**src/rtl/pwm_pkg.sv**
```systemverilog
// Shared definitions for the PWM duty bank and the controller that feeds it.
package pwm_pkg;

  localparam int PWM_DW = 8;
  localparam logic [7:0] PWM_CNT_MAX = 8'd254;
  localparam int PWM_NCH_DEFAULT = 4;

  typedef logic [PWM_DW-1:0] pwm_duty_t;

endpackage

```
**src/rtl/pwm_channel.sv**
```systemverilog
// One PWM channel: shadow/active duty pair, pending flag and registered compare output.
module pwm_channel
  import pwm_pkg::*;
(
  input  logic              clk_i,
  input  logic              rst_i,
  input  logic              wr_en_i,
  input  logic [PWM_DW-1:0] duty_in_i,
  input  logic              boundary_i,
  input  logic [PWM_DW-1:0] cnt_i,
  output logic              pwm_o,
  output logic              pending_o,
  output logic [PWM_DW-1:0] active_o
);

  pwm_duty_t shadow_q, shadow_d;
  pwm_duty_t active_q, active_d;
  logic      pending_q, pending_d;
  logic      pwm_q, pwm_d;

  // Next state: writes go to the shadow; the active value only moves at a period boundary.
  always_comb begin
    shadow_d  = shadow_q;
    active_d  = active_q;
    pending_d = pending_q;
    pwm_d     = 1'b0;

    if (wr_en_i) begin
      shadow_d = duty_in_i;
    end else begin
      shadow_d = shadow_q;
    end

    if (boundary_i) begin
      // A write landing on the boundary itself goes straight into the new period.
      pending_d = 1'b0;
      if (wr_en_i) begin
        active_d = duty_in_i;
      end else begin
        active_d = shadow_q;
      end
    end else begin
      active_d = active_q;
      if (wr_en_i) begin
        pending_d = 1'b1;
      end else begin
        pending_d = pending_q;
      end
    end

    // cnt tops out at 254, so a duty of 255 keeps the output high all period.
    pwm_d = (cnt_i < active_q);
  end

  // Channel state registers with synchronous reset.
  always_ff @(posedge clk_i) begin
    if (rst_i) begin
      shadow_q  <= 8'd0;
      active_q  <= 8'd0;
      pending_q <= 1'b0;
      pwm_q     <= 1'b0;
    end else begin
      shadow_q  <= shadow_d;
      active_q  <= active_d;
      pending_q <= pending_d;
      pwm_q     <= pwm_d;
    end
  end

  assign pwm_o     = pwm_q;
  assign pending_o = pending_q;
  assign active_o  = active_q;

endmodule

```
**src/rtl/pwm_duty_bank.sv**
```systemverilog
// PWM duty bank: prescaler, period counter, write decode, period_start and active-duty readback.
module pwm_duty_bank
  import pwm_pkg::*;
#(
  parameter int NCH      = PWM_NCH_DEFAULT,
  parameter int PRESCALE = 1,
  localparam int CSW     = (NCH > 1) ? $clog2(NCH) : 1,
  localparam int PSW     = (PRESCALE > 1) ? $clog2(PRESCALE) : 1
)(
  input  logic              clk_i,
  input  logic              rst_i,
  input  logic              we_i,
  input  logic [CSW-1:0]    ch_sel_i,
  input  logic [PWM_DW-1:0] duty_in_i,
  input  logic [CSW-1:0]    rd_ch_i,
  output logic [NCH-1:0]    pwm_out_o,
  output logic              period_start_o,
  output logic [NCH-1:0]    upd_pending_o,
  output logic [PWM_DW-1:0] rd_duty_o
);

  logic [PSW-1:0] presc_cnt_q, presc_cnt_d;
  pwm_duty_t      cnt_q, cnt_d;
  logic           period_start_q, period_start_d;
  pwm_duty_t      rd_duty_q, rd_duty_d;
  logic           tick;
  logic           boundary;
  logic [NCH-1:0] wr_en;
  logic [NCH-1:0] pwm_s;
  logic [NCH-1:0] pending_s;
  pwm_duty_t      active_s [NCH];

  // Prescaler, period counter and period-start detection.
  always_comb begin
    tick     = (presc_cnt_q == PSW'(PRESCALE - 1));
    boundary = tick && (cnt_q == PWM_CNT_MAX);

    if (tick) begin
      presc_cnt_d = PSW'(0);
    end else begin
      presc_cnt_d = presc_cnt_q + PSW'(1);
    end

    if (boundary) begin
      cnt_d = 8'd0;
    end else if (tick) begin
      cnt_d = cnt_q + 8'd1;
    end else begin
      cnt_d = cnt_q;
    end

    // Registered so it lines up with the first pwm_out cycle of the period.
    period_start_d = (cnt_q == 8'd0) && (presc_cnt_q == PSW'(0));
  end

  // Write-strobe decode and readback mux of the active duties.
  always_comb begin
    wr_en = '0;
    for (int i = 0; i < NCH; i++) begin
      wr_en[i] = we_i && (ch_sel_i == CSW'(i));
    end
    if (int'(rd_ch_i) < NCH) begin
      rd_duty_d = active_s[rd_ch_i];
    end else begin
      rd_duty_d = 8'd0;
    end
  end

  // Top-level state registers; reset restarts the period from cnt=0.
  always_ff @(posedge clk_i) begin
    if (rst_i) begin
      presc_cnt_q    <= PSW'(0);
      cnt_q          <= 8'd0;
      period_start_q <= 1'b0;
      rd_duty_q      <= 8'd0;
    end else begin
      presc_cnt_q    <= presc_cnt_d;
      cnt_q          <= cnt_d;
      period_start_q <= period_start_d;
      rd_duty_q      <= rd_duty_d;
    end
  end

  for (genvar g = 0; g < NCH; g++) begin : g_ch
    pwm_channel u_ch (
      .clk_i      (clk_i),
      .rst_i      (rst_i),
      .wr_en_i    (wr_en[g]),
      .duty_in_i  (duty_in_i),
      .boundary_i (boundary),
      .cnt_i      (cnt_q),
      .pwm_o      (pwm_s[g]),
      .pending_o  (pending_s[g]),
      .active_o   (active_s[g])
    );
  end

  assign pwm_out_o      = pwm_s;
  assign upd_pending_o  = pending_s;
  assign period_start_o = period_start_q;
  assign rd_duty_o      = rd_duty_q;

endmodule

```
**config.mk**
```make
export PLATFORM = sky130hd
export DESIGN_NAME = pwm_duty_bank
export DESIGN_NICKNAME = d
export VERILOG_FILES = /design/src/rtl/pwm_pkg.sv /design/src/rtl/pwm_channel.sv /design/src/rtl/pwm_duty_bank.sv
export SDC_FILE = /design/constraint.sdc
export NUM_CORES = 1
export LEC_CHECK = 0
export CORE_ASPECT_RATIO = 0.75
export CORE_MARGIN = 2
export CORE_UTILIZATION = 35
export CTS_BUF_LIST = sky130_fd_sc_hd__clkbuf_2
export DETAILED_ROUTE_END_ITERATION = 16
export PLACE_DENSITY = 0.5
export SYNTH_ARGS = -nofsm -noshare
export SYNTH_HDL_FRONTEND = slang
export SYNTH_SLANG_ARGS = --single-unit
```
**constraint.sdc**
```tcl
create_clock -name clk_i -period 2.32 [get_ports clk_i]
set_clock_uncertainty 0.05 [all_clocks]
set_input_delay 0.232 -clock clk_i [delete_from_list [all_inputs] [get_ports clk_i]]
set_output_delay 0.232 -clock clk_i [all_outputs]
set_load 0.02 [all_outputs]
```
==> results of run 1 <==
[critical path, cell delays in order, from the launching register on]
cell	delay [ps]
dfxtp_1	560
ha_1	290
o211ai_1	160
o21ai_0	200
a2111oi_0	510
buf_4	180
[cell type report]
class,count,area [sq um]
Timing Repair Buffer,43,425
Sequential cell,90,1800
Tap cell,162,203
Fill cell,1152,6850
Multi-Input combinational cell,226,2040
Clock inverter,7,83.8
Inverter,33,124
Clock buffer,9,45.0
[layer usage]
layer  GRT usage  vias to the layer above
met3      0.0427                       10
met1       0.231                     1302
met4      0.0372                        0
li1            -                     1388
met5           0                        -
met2       0.217                       46
[cell usage in the layout (no fill, tap or decap), types with 5 or more instances in the layout]
master	count
mux4_2	8
dfxtp_1	90
ha_1	31
clkbuf_2	9
mux2i_1	33
inv_1	33
clkdlybuf4s50_1	31
a21oi_1	6
and2_1	8
o22a_1	25
nand2b_1	40
o22a_2	7
nor3b_1	5
buf_4	10
nor3_1	6
[sequential cells by signal (all words and copies together), names as in the netlist]
name / count
g_ch.u_ch.pwm_o: 4
g_ch.u_ch.pending_o: 4
cnt_q: 8
g_ch.u_ch.active_o: 32
rd_duty_o: 8
period_start_o: 1
g_ch.u_ch.shadow_q: 32
presc_cnt_q: 1
[stage by stage]
stage | cell area [sq um] | hold slack [ps] | power [W] | setup WS [ps]
global route | 4720 | 242 | 0.00287 | 175
detailed placement | 4590 | 404 | 0.00191 | 375
finish | 4720 | 288 | 0.00275 | 338
floorplan | 4160 | 385 | 0.00181 | 557
CTS | 4720 | 248 | 0.00279 | 320
global placement | 4590 | 402 | 0.00191 | 347
[logic make-up after synthesis]
| group | synth area share |
|---|---|
| and+or+nand+nor | 0.131 |
| xor gates and xnor gates | 0.00843 |
| AOI/OAI and AO/OA | 0.133 |
| other | 0.000902 |
| muxes | 0.123 |
| adders and majority gates | 0.0933 |
| DFF | 0.433 |
| buffers and inverters | 0.0773 |
[power by group through the flow]
stage | Sequential, W | Combinational, W | Clock (W)
detailed placement | 0.00165 | 0.000269 | 0
global placement | 0.00164 | 0.000270 | 0
CTS | 0.00162 | 0.000271 | 0.000908
floorplan | 0.00163 | 0.000180 | 0
finish | 0.00162 | 0.000267 | 0.000863
global route | 0.00162 | 0.000292 | 0.000959
[synthesized netlist by cell type, types with 5 or more instances]
cell type	count	area, sq um
nor3b_1	5	37.5
buf_4	8	60.1
ha_1	31	388
clkbuf_1	7	26.3
a21oi_1	6	30.0
nor3_1	6	30.0
o22a_2	7	70.1
mux4_2	8	180
o22a_1	25	219
dfxtp_1	90	1800
buf_2	7	35.0
mux2i_1	33	330
inv_1	33	124
nand2b_1	40	250
and2_1	8	50.1
[path summary, 6_finish.rpt]
path                                                     startpoint                             endpoint  slack, ps  cells after the start
worst min register to register  g_ch[1].u_ch.pending_o$_SDFFE_PP0P_  g_ch[1].u_ch.pending_o$_SDFFE_PP0P_        430                      2
worst max-delay path                          cnt_q[1]$_SDFFE_PP0N_        g_ch[1].u_ch.pwm_o$_SDFF_PP0_        340                      5
worst max register to register                cnt_q[1]$_SDFFE_PP0N_        g_ch[1].u_ch.pwm_o$_SDFF_PP0_        340                      5
worst min-delay path                                   duty_in_i[4]  g_ch[3].u_ch.shadow_q[4]$_SDFF_PP0_        290                      3
==> flow_summary.json, run 1 <==
{
  "status": "finished, final reports clean",
  "syn_nets": 422,
  "synthFlopType": "dfxtp_1",
  "fin_nets": 449,
  "power_frac_comb": 0.097,
  "wl_met3_um": 404,
  "hpwl_mm": 6.65,
  "cts_hold_buf": 0,
  "top_layer": "met4",
  "crit_path_end_kind": "flip-flop",
  "initial_core_util": 0.359,
  "drt_wl_total_mm": 9.18,
  "grt_max_degree": 38,
  "final.setup.tns_ps": 0,
  "ys_warn_count": 0,
  "detail-route-antenna-nets": 0,
  "drtIter0Drc": 113,
  "postSynthAreaPerCell_sq_um": 11.1,
  "cts.clk_slew.worst_paths_ps": 230,
  "drcViolationCount": 0,
  "gp_congestion": 0.736,
  "die_h_um": 98.4,
  "irDropWorstVdd_uv": 533,
  "pwr-share-seq": 0.588,
  "power.switching_w": 0.000676,
  "rows": 34,
  "place_inst": 554,
  "setup_violations": 0,
  "insertion_delay_ps": 550,
  "worst_slew_pin_slew_ps": 626,
  "p_clk_frac": 0.314,
  "crit_arrival_ps": 2450,
  "drt-pass1-iter-count": 4,
  "num_antenna_cells": 0,
  "grt_pass1_wl_mm": 14.8,
  "vias_per_cell": 4.82,
  "hold_viol": 0,
  "grt_usage": 0.154,
  "die_x_um": 130,
  "rsz0062_at_grt": "false",
  "ios": 32,
  "core-area_sq_mm": 0.0116,
  "fin_util": 0.408,
  "crit_fanout": 9,
  "fin_crit_sh": 0.854,
  "netlist_area_sq_mm": 0.00416,
  "cts.sinks": 90,
  "vias": 2746,
  "cts_tree": "built",
  "relSlewSlack": 0.581,
  "intPower_w": 0.00207,
  "synth_cell_types": 48,
  "critPathLaunchType": "flip-flop",
  "numCtsBuffers": 9,
  "required_ps": 2790,
  "swShare": 0.246,
  "async_flop_share": 0,
  "leakage_nw": 1.98,
  "synth_cells": 376,
  "wl_per_cell_um": 16.1,
  "fin_crit_ps": 1980,
  "drive_gt1_frac": 0.115,
  "hold_class": "in2reg",
  "area_growth_pct": 13.4,
  "fmax_mhz": 505,
  "post_cts_buffers": 0,
  "drv_cap": 0,
  "yosysSeqAreaShare": 0.433,
  "die_area_sq_mm": 0.0128,
  "drv_slew": 0,
  "wl_met2_mm": 3.86,
  "cts_root_buf": "clkbuf_2",
  "clk_path_buf_depth": 2,
  "synth_edf_count": 0,
  "grt_overflow": 0,
  "wl_met1_mm": 4.82,
  "ys_seq_elements": 90,
  "power_density_mw_per_mm2": 582,
  "cts_resized": 0,
  "layout.cells.non_filler": 570,
  "antenna_found_initial": 0,
  "io_buffer_count": 31,
  "critPathKind": "reg2reg",
  "h-tree-depth": 3,
  "grt_pass1_vias": 2705
}
No activity file was read; power rests on OpenSTA's default activity.
==> run 2, diff against run 1 <==
Settings changed: CELL_PAD_IN_SITES_DETAIL_PLACEMENT from default to 0, CELL_PAD_IN_SITES_GLOBAL_PLACEMENT from default to 1, PLACE_DENSITY 0.5 to 0.6.
==> run 2 against run 1 <==
Compared with the run above:
- critical endpoint is now g_ch[2].u_ch.pwm_o$_SDFF_PP0_
- final cell count fell by 0.18%
- non-clock buffer count rose by 1
- largest cell class unchanged
- clock power fell by 25%
- clock-buffer cell count rose by 2
- sequential share of layout area rose by 0.39 points
- sequential cell count did not move
- final area fell by 1.0%
==> flow_summary.json, run 2 (same netlist as run 1, synthesis figures left out) <==
{
  "power_density_mw_per_mm2": 541,
  "fin_crit_sh": 0.919,
  "detail-route-antenna-nets": 0,
  "fmax_mhz": 469,
  "post_cts_buffers": 0,
  "irDropWorstVdd_uv": 288,
  "die_area_sq_mm": 0.0128,
  "fin_crit_ps": 2130,
  "antenna_found_initial": 0,
  "drtIter0Drc": 150,
  "clk_path_buf_depth": 2,
  "die_h_um": 98.4,
  "final_common_cell": "dfxtp_1",
  "crit_arrival_ps": 2600,
  "grt_pass1_wl_mm": 14.9,
  "crit_slowest_cell": "a2111oi_0",
  "cts.sinks": 90,
  "drcViolationCount": 0,
  "status": "finished, final reports clean",
  "worst_slew_pin_slew_ps": 643,
  "drv_cap": 0,
  "initial_core_util": 0.359,
  "vias_per_cell": 4.86,
  "core-area_sq_mm": 0.0116,
  "num_antenna_cells": 0,
  "cts_hold_buf": 0,
  "hold_viol": 0,
  "required_ps": 2790,
  "die_x_um": 130,
  "wl_met3_um": 340,
  "cts_tree": "built",
  "h-tree-depth": 3,
  "crit_path_end_kind": "flip-flop",
  "crit_fanout": 3,
  "crit_path_max_incr_delay_ps": 660,
  "grt_max_degree": 38,
  "top_layer": "met4",
  "cts_root_buf": "clkbuf_2",
  "drive_gt1_frac": 0.120,
  "rows": 34,
  "drt_wl_total_mm": 9.38,
  "drv_slew": 0,
  "vias": 2765,
  "grt_pass1_vias": 2762,
  "crit_family": "compound AO/OA/AOI/OAI gates",
  "final_cell_mix": "dfxtp_1, nand2b_1, inv_1, mux2i_1",
  "cts_resized": 0,
  "hold_class": "in2reg",
  "wl_met1_mm": 4.88,
  "hpwl_mm": 6.65,
  "area_growth_pct": 12.3,
  "critPathLaunchType": "flip-flop",
  "nFillCells": 1182,
  "rsz0062_at_grt": "false",
  "cp_cell_sequence": "inv_1, ha_1, a211oi_1, o21ai_0, a2111oi_0, buf_4",
  "critPathBufInv": 2,
  "grt_overflow": 0,
  "final.setup.tns_ps": 0,
  "insertion_delay_ps": 550,
  "ios": 32,
  "fin_nets": 450,
  "grt_usage": 0.155,
  "drt-pass1-iter-count": 4,
  "critPathKind": "reg2reg",
  "wl_met2_mm": 4.03,
  "relSlewSlack": 0.560,
  "fin_util": 0.404,
  "gp_congestion": 0.747,
  "io_buffer_count": 31,
  "leakage_nw": 1.96,
  "numCtsBuffers": 9,
  "setup_violations": 0,
  "wl_per_cell_um": 16.5,
  "cts.clk_slew.worst_paths_ps": 220
}
[run 2: final cells by class]
type                    count  area [sq um]  area share
repair buffers             44           433      0.0927
flip-flops and latches     90          1800       0.386
well taps                 162           203      0.0434
clock buffers              11          55.1      0.0118
multi-input cells         226          2040       0.436
clock inverters             3          18.8     0.00402
inverters                  33           124      0.0265
[run 2: per-stage QoR]
step                      hold slack (ps)  total power [W]  cells  setup slack, ps  instance area (sq um)
after global routing                  285          0.00266    569              104                   4670
final                                 312          0.00253    569              189                   4670
after global placement                398          0.00191    555              248                   4600
after floorplan                       385          0.00181    376              557                   4160
after CTS                             274          0.00258    569              220                   4670
after detailed placement              401          0.00191    555              248                   4600
[run 2: power breakdown]
part,leakage [nW],internal [W],switching [W]
clock,0.0476,0.000134,0.000511
sequential,0.729,0.00159,0.0000256
combinational,1.18,0.000136,0.000133
[run 2: worst register-to-register path, cell delays in order, from the launching register on]
cell	delay, ps
dfxtp_1	410
inv_1	60
ha_1	290
a211oi_1	250
o21ai_0	180
a2111oi_0	660
buf_4	210
[run 2: final timing paths]
| kind | depth (start not counted) | endpoint | slack, ps | start |
|---|---|---|---|---|
| max | 6 | g_ch[2].u_ch.pwm_o$_SDFF_PP0_ | 190 | g_ch[2].u_ch.active_o[3]$_SDFFE_PP0P_ |
| min | 3 | g_ch[1].u_ch.shadow_q[0]$_SDFF_PP0_ | 310 | duty_in_i[0] |
| max reg2reg | 6 | g_ch[2].u_ch.pwm_o$_SDFF_PP0_ | 190 | g_ch[2].u_ch.active_o[3]$_SDFFE_PP0P_ |
| min reg2reg | 2 | g_ch[2].u_ch.pending_o$_SDFFE_PP0P_ | 420 | g_ch[2].u_ch.pending_o$_SDFFE_PP0P_ |
[run 2: metal layers]
layer | up-vias | track usage
met4 | 0 | 0.0405
met1 | 1326 | 0.222
met5 | - | 0
li1 | 1389 | -
met3 | 11 | 0.0422
met2 | 39 | 0.229
